## src/rtl/snn_pkg.sv

```systemverilog
// snn_pkg: shared encoder FSM states and Galois LFSR constants/step function.
package snn_pkg;

    typedef enum logic [1:0] {
        ST_IDLE,
        ST_ENCODE,
        ST_GAP
    } state_t;

    localparam logic [23:0] LFSR_MASK    = 24'hE10000;
    localparam logic [23:0] DEFAULT_SEED = 24'hACE15B;

    function automatic logic [23:0] lfsr_step(input logic [23:0] s);
        return s[0] ? ((s >> 1) ^ LFSR_MASK) : (s >> 1);
    endfunction

endpackage

```

## src/rtl/lfsr24_galois.sv

```systemverilog
// lfsr24_galois: 24-bit right-shifting Galois LFSR, x^24+x^23+x^22+x^17+1, advancing only when en is high.
module lfsr24_galois
    import snn_pkg::*;
#(
    parameter logic [23:0] SEED = DEFAULT_SEED
) (
    input  logic        clk,
    input  logic        reset,
    input  logic        en,
    output logic [23:0] q
);

    // An all-zero state would lock the LFSR up, so a zero seed is replaced by 1.
    localparam logic [23:0] SEED_NZ = (SEED == 24'h0) ? 24'h000001 : SEED;

    logic [23:0] r_q;

    always_ff @(posedge clk or posedge reset) begin
        if (reset)
            r_q <= SEED_NZ;
        else if (en)
            r_q <= lfsr_step(r_q);
    end

    assign q = r_q;

endmodule

```

## src/rtl/spike_rate_encoder_3ch.sv

```systemverilog
// spike_rate_encoder_3ch: Bernoulli rate coder turning three 8-bit intensities into spike trains
// over a WINDOW-cycle presentation, followed by a silent gap so the neuron can relax.
module spike_rate_encoder_3ch
    import snn_pkg::*;
#(
    parameter int          WINDOW     = 64,
    parameter int          GAP_CYCLES = 4,
    parameter logic [23:0] SEED       = DEFAULT_SEED,
    parameter int          CNT_W      = 8
) (
    input  logic             clk,
    input  logic             reset,
    input  logic             in_valid,
    output logic             in_ready,
    input  logic [7:0]       level0,
    input  logic [7:0]       level1,
    input  logic [7:0]       level2,
    input  logic             abort,
    output logic             x0,
    output logic             x1,
    output logic             x2,
    output logic             spike_valid,
    output logic             busy,
    output logic             window_done,
    output logic [CNT_W-1:0] count0,
    output logic [CNT_W-1:0] count1,
    output logic [CNT_W-1:0] count2
);

    localparam int GAP_W = (GAP_CYCLES > 1) ? $clog2(GAP_CYCLES) : 1;

    state_t                  r_state;
    logic [2:0][7:0]         r_lev;
    logic [2:0][CNT_W-1:0]   r_acc;
    logic [2:0][CNT_W-1:0]   r_cnt;
    logic [CNT_W-1:0]        r_win;
    logic [GAP_W-1:0]        r_gap;
    logic [2:0]              r_x;
    logic                    r_sv;
    logic                    r_done;
    logic [23:0]             w_lfsr;
    logic [2:0]              w_spk;
    logic                    w_lfsr_en;

    // The LFSR freezes on an aborting edge so the next sample resumes from the same state.
    assign w_lfsr_en = (r_state == ST_ENCODE) && !abort;

    lfsr24_galois #(
        .SEED (SEED)
    ) u_lfsr (
        .clk   (clk),
        .reset (reset),
        .en    (w_lfsr_en),
        .q     (w_lfsr)
    );

    for (genvar k = 0; k < 3; k++) begin : g_cmp
        assign w_spk[k] = w_lfsr[8*k +: 8] < r_lev[k];
    end

    always_ff @(posedge clk or posedge reset) begin
        if (reset) begin
            r_state <= ST_IDLE;
            r_lev   <= '0;
            r_acc   <= '0;
            r_cnt   <= '0;
            r_win   <= '0;
            r_gap   <= '0;
            r_x     <= '0;
            r_sv    <= 1'b0;
            r_done  <= 1'b0;
        end else begin
            r_done <= 1'b0;
            case (r_state)
                ST_IDLE: begin
                    r_x  <= '0;
                    r_sv <= 1'b0;
                    if (in_valid) begin
                        r_lev   <= {level2, level1, level0};
                        r_acc   <= '0;
                        r_win   <= CNT_W'(WINDOW - 1);
                        r_state <= ST_ENCODE;
                    end
                end
                ST_ENCODE: begin
                    if (abort) begin
                        r_x     <= '0;
                        r_sv    <= 1'b0;
                        r_state <= ST_IDLE;
                    end else begin
                        r_x  <= w_spk;
                        r_sv <= 1'b1;
                        for (int i = 0; i < 3; i++)
                            r_acc[i] <= r_acc[i] + CNT_W'(w_spk[i]);
                        if (r_win == '0) begin
                            r_done <= 1'b1;
                            for (int i = 0; i < 3; i++)
                                r_cnt[i] <= r_acc[i] + CNT_W'(w_spk[i]);
                            r_gap   <= GAP_W'(GAP_CYCLES - 1);
                            r_state <= (GAP_CYCLES > 0) ? ST_GAP : ST_IDLE;
                        end else begin
                            r_win <= r_win - 1'b1;
                        end
                    end
                end
                ST_GAP: begin
                    r_x     <= '0;
                    r_sv    <= 1'b0;
                    r_gap   <= r_gap - 1'b1;
                    r_state <= (abort || r_gap == '0) ? ST_IDLE : ST_GAP;
                end
                default: begin
                    r_x     <= '0;
                    r_sv    <= 1'b0;
                    r_state <= ST_IDLE;
                end
            endcase
        end
    end

    assign in_ready    = (r_state == ST_IDLE);
    assign busy        = (r_state != ST_IDLE);
    assign x0          = r_x[0];
    assign x1          = r_x[1];
    assign x2          = r_x[2];
    assign spike_valid = r_sv;
    assign window_done = r_done;
    assign count0      = r_cnt[0];
    assign count1      = r_cnt[1];
    assign count2      = r_cnt[2];

endmodule

```

## config.mk

```make
export PLATFORM = sky130hd
export DESIGN_NAME = spike_rate_encoder_3ch
export DESIGN_NICKNAME = d
export VERILOG_FILES = /design/src/rtl/snn_pkg.sv /design/src/rtl/lfsr24_galois.sv /design/src/rtl/spike_rate_encoder_3ch.sv
export SDC_FILE = /design/constraint.sdc
export NUM_CORES = 1
export LEC_CHECK = 0
export ABC_AREA = 1
export BUFFER_PORTS_ARGS = -buffer_cell sky130_fd_sc_hd__buf_4
export CAP_MARGIN = 10
export CORE_ASPECT_RATIO = 1.2
export CORE_UTILIZATION = 40
export DETAILED_ROUTE_END_ITERATION = 10
export HOLD_SLACK_MARGIN = 0.02
export PLACE_DENSITY = 0.63
export REMOVE_ABC_BUFFERS = 1
export SLEW_MARGIN = 20
export SYNTH_ARGS = -nofsm -noshare
export SYNTH_HDL_FRONTEND = slang
export SYNTH_SLANG_ARGS = --single-unit
```

## constraint.sdc

```tcl
create_clock -name clk -period 5.05 [get_ports clk]
set_input_delay 0.7575 -clock clk [delete_from_list [all_inputs] [get_ports clk]]
set_output_delay 0.7575 -clock clk [all_outputs]
set_load 0.1 [all_outputs]
```

==> run metrics <==
DR vias/cell 4.76; number of max-cap violations 0; vias 4139; die width 108 um; hold endpoint u_lfsr.q[3]; Final Max Slew Viols 0; HP Start u_lfsr.q[4]; synthesis warning total 0; internal power between 2 and 2.5 mW; Logic pwr share 0.353; Top cell by count, worst path nand2_1; CTS sink cnt 113; antenna viol nets, final 0; FP Rows 46; H-tree depth reported by CTS 4; # setup viols final 0; DRC errors left 0; reg2reg end count0[1]; ys async rst share 1.00; Avg Cell Area, Syn 8.53 um^2; RSZ-0062 raised after global routing false; largest net degree at the start of global routing 80; sequential element share of the synthesized area 0.530; Cell Area, Synth 5370 um^2; Root Buffer clkbuf_16; CTS resizes 0; Num CTS Buffers 17; flop2flop setup slack 1.97 ns; first-pass GRT wire length 18.9 mm; hold_ws 0.481 ns; worst path required time roughly 5.4 ns; flop and latch count out of synthesis 113; CP cell instances nor2_4, nand2_4, inv_2, nand2_1, buf_4, inv_1, nand2_1, nand2_1; Least-Margin Pin Slew 0.938 ns; setup TNS 0 ns; clk_lat worst skew roughly 0.4 ns; CP startpoint kind register; full die area approximately 14000 um^2; fin cells 869; Max VDD drop 0.000218 V; PortBufs 58; Inst Count DP roughly 840; share of layout cells above drive strength 1 0.167; min-delay worst type register to register; Tcrit/Tclk final 0.610; Clock Path Buffers 2; cts hold-fix bufs 0; IO Count between 50 and 60; Area Growth Syn to Fin 20.9%; slew margin rel. 0.375; clock power share 0.299; Avg WL per Cell about 13 um; initial antenna violation count 0; Total GRT Usage 0.178; P_sw between 1.5 and 2 mW; min cycle time layout around 3.1 ns; status completed; WL final 11.1 mm; Hold Crit Depth 2; WS Path Type register to register; Hold Violations, Final 0; Critical Path AT 3.43 ns; ant diodes 0; Unique masters post-synth 29; Max Freq 325 MHz; Core Area 13200 um^2; number of setup buffers added after CTS 0; vias in the first global route slightly above 4000; CTS tree done; Die Y-Extent 129 um; Iter 0 DRT Violations 216; Reg power frac 0.348; Initial Util 0.407; Syn Inst Count 629; sum of buffers and inverters on the critical path 3; Switching Fraction 0.392; slowest stage delay, CP 0.49 ns; PwrDens 592 nW/um^2; Final HPWL DP 7.83 mm; r2r startpoint r_state[1]; grt ovf 0; CP Capture Type register; critical path's slowest cell inv_2; clock skew 0.00983 ns; Worst-path clk slew 0.05 ns; worst-path maximum fanout 46; top_reg_cell synth dfrtp_1; Worst path top cell family by delay simple AND/OR/NAND/NOR gates; Reg2Reg Depth 8; EDFF count, synth 0; gpl congestion between 0.8 and 0.9; First-pass DRT Iterations 4; Leakage Power 3.36 nW; final net count around 750
==> cell usage after synthesis (2+ instances only) <==
| cell | number | area (um^2) |
|---|---|---|
| nand3_1 | 22 | 110 |
| nand4_1 | 3 | 18.8 |
| inv_1 | 74 | 278 |
| nor2_1 | 22 | 82.6 |
| inv_2 | 4 | 15.0 |
| o22ai_1 | 8 | 50.1 |
| o21ai_1 | 12 | 60.1 |
| o21ai_0 | 45 | 225 |
| xor2_1 | 16 | 140 |
| a21oi_1 | 10 | 50.1 |
| dfrtp_1 | 100 | 2500 |
| buf_6 | 3 | 33.8 |
| dfstp_2 | 13 | 342 |
| nand2_1 | 233 | 875 |
| buf_2 | 10 | 50.1 |
| ha_1 | 29 | 363 |
| clkbuf_1 | 5 | 18.8 |
| xnor2_1 | 3 | 26.3 |
| nand2_2 | 2 | 12.5 |
| o21a_1 | 4 | 30.0 |
| nor2_2 | 3 | 18.8 |
==> final cells by class <==
type / count / area [um^2]
clock buffer: 20 / 457
clock inverter: 11 / 114
fill: 1236 / 6690
inverter: 78 / 295
multi-input combinational: 419 / 2120
sequential: 113 / 2840
tap: 168 / 210
timing repair buffer: 60 / 450
==> worst reg2reg max path: stages (launching register included) <==
cell and delay (ns):
dfrtp_1 0.42, nor2_4 0.32, nand2_4 0.36, inv_2 0.50, nand2_1 0.49, buf_4 0.37, inv_1 0.34, nand2_1 0.12
nand2_1 0.09
==> power groups by stage <==
stage / Combinational [mW] / Clock, mW / Sequential [mW]
detailed placement: 1.37 / 0 / 1.35
floorplan: 0.862 / 0 / 1.49
finish: 1.36 / 1.15 / 1.34
CTS: 1.38 / 1.17 / 1.34
global placement: 1.33 / 0 / 1.34
global route: 1.55 / 1.21 / 1.37
==> cell families after synthesis <==
| logic type | count (synthesis) | share of synthesized area |
|---|---|---|
| and+or+nand+nor | 290 | 0.216 |
| AOI/OAI and AO/OA | 81 | 0.0804 |
| xor gates and xnor gates | 19 | 0.0310 |
| DFF | 113 | 0.530 |
| buffers and inverters | 97 | 0.0751 |
| adders and majority gates | 29 | 0.0676 |
==> flip-flops by register name, summed over array words and instances, names as in the netlist <==
| name | count |
|---|---|
| r_win | 8 |
| r_state | 2 |
| count0 | 8 |
| count1 | 8 |
| window_done | 1 |
| r_lev | 24 |
| spike_valid | 1 |
| r_x | 3 |
| r_gap | 2 |
| count2 | 8 |
| r_acc | 24 |
| u_lfsr.q | 24 |
==> worst max-delay path by stage <==
stage               startpoint   endpoint  slack (ns)  cells past startpoint
finish              r_state[1]  count0[1]        1.97                      8
global route        r_state[1]  count1[5]        1.61                      8
CTS                 r_state[1]  count1[5]        1.98                      8
detailed placement       abort  count1[5]        1.83                      9
global placement         abort  count1[5]        1.96                      9
floorplan                reset  count0[0]        1.33                      1
==> through the flow <==
stage	instance area, um^2	utilization	power [mW]	setup slack, ns
after global placement	5920	0.449	2.67	1.96
final	6490	0.492	3.84	1.97
after floorplan	5260	-	2.36	1.33
after CTS	6490	0.492	3.88	1.98
after global routing	6490	0.492	4.13	1.61
after detailed placement	5920	0.449	2.72	1.83
==> cells in the final DEF (no fill, tap or decap), drive strengths merged <==
cell type    n
a21oi       10
xnor2        3
nand2      236
clkinv       7
clkbuf      20
o22ai        8
nand4        3
nand3       22
inv         78
buf         60
o21a         4
dfstp       13
dfrtp      100
clkinvlp     2
o21ai       58
nor2        26
or2          1
nor3         1
ha          29
nand3b       1
bufinv       2
o21bai       1
xor2        16
==> layer usage <==
layer | wire (um) | global-route usage | vias up
met5 | 0 | 0 | -
met1 | 4990 | 0.218 | 1967
met4 | 144 | 0.0757 | 0
met2 | 5630 | 0.299 | 69
li1 | - | - | 2091
met3 | 329 | 0.0451 | 12
(Power assumes the default switching activity.)
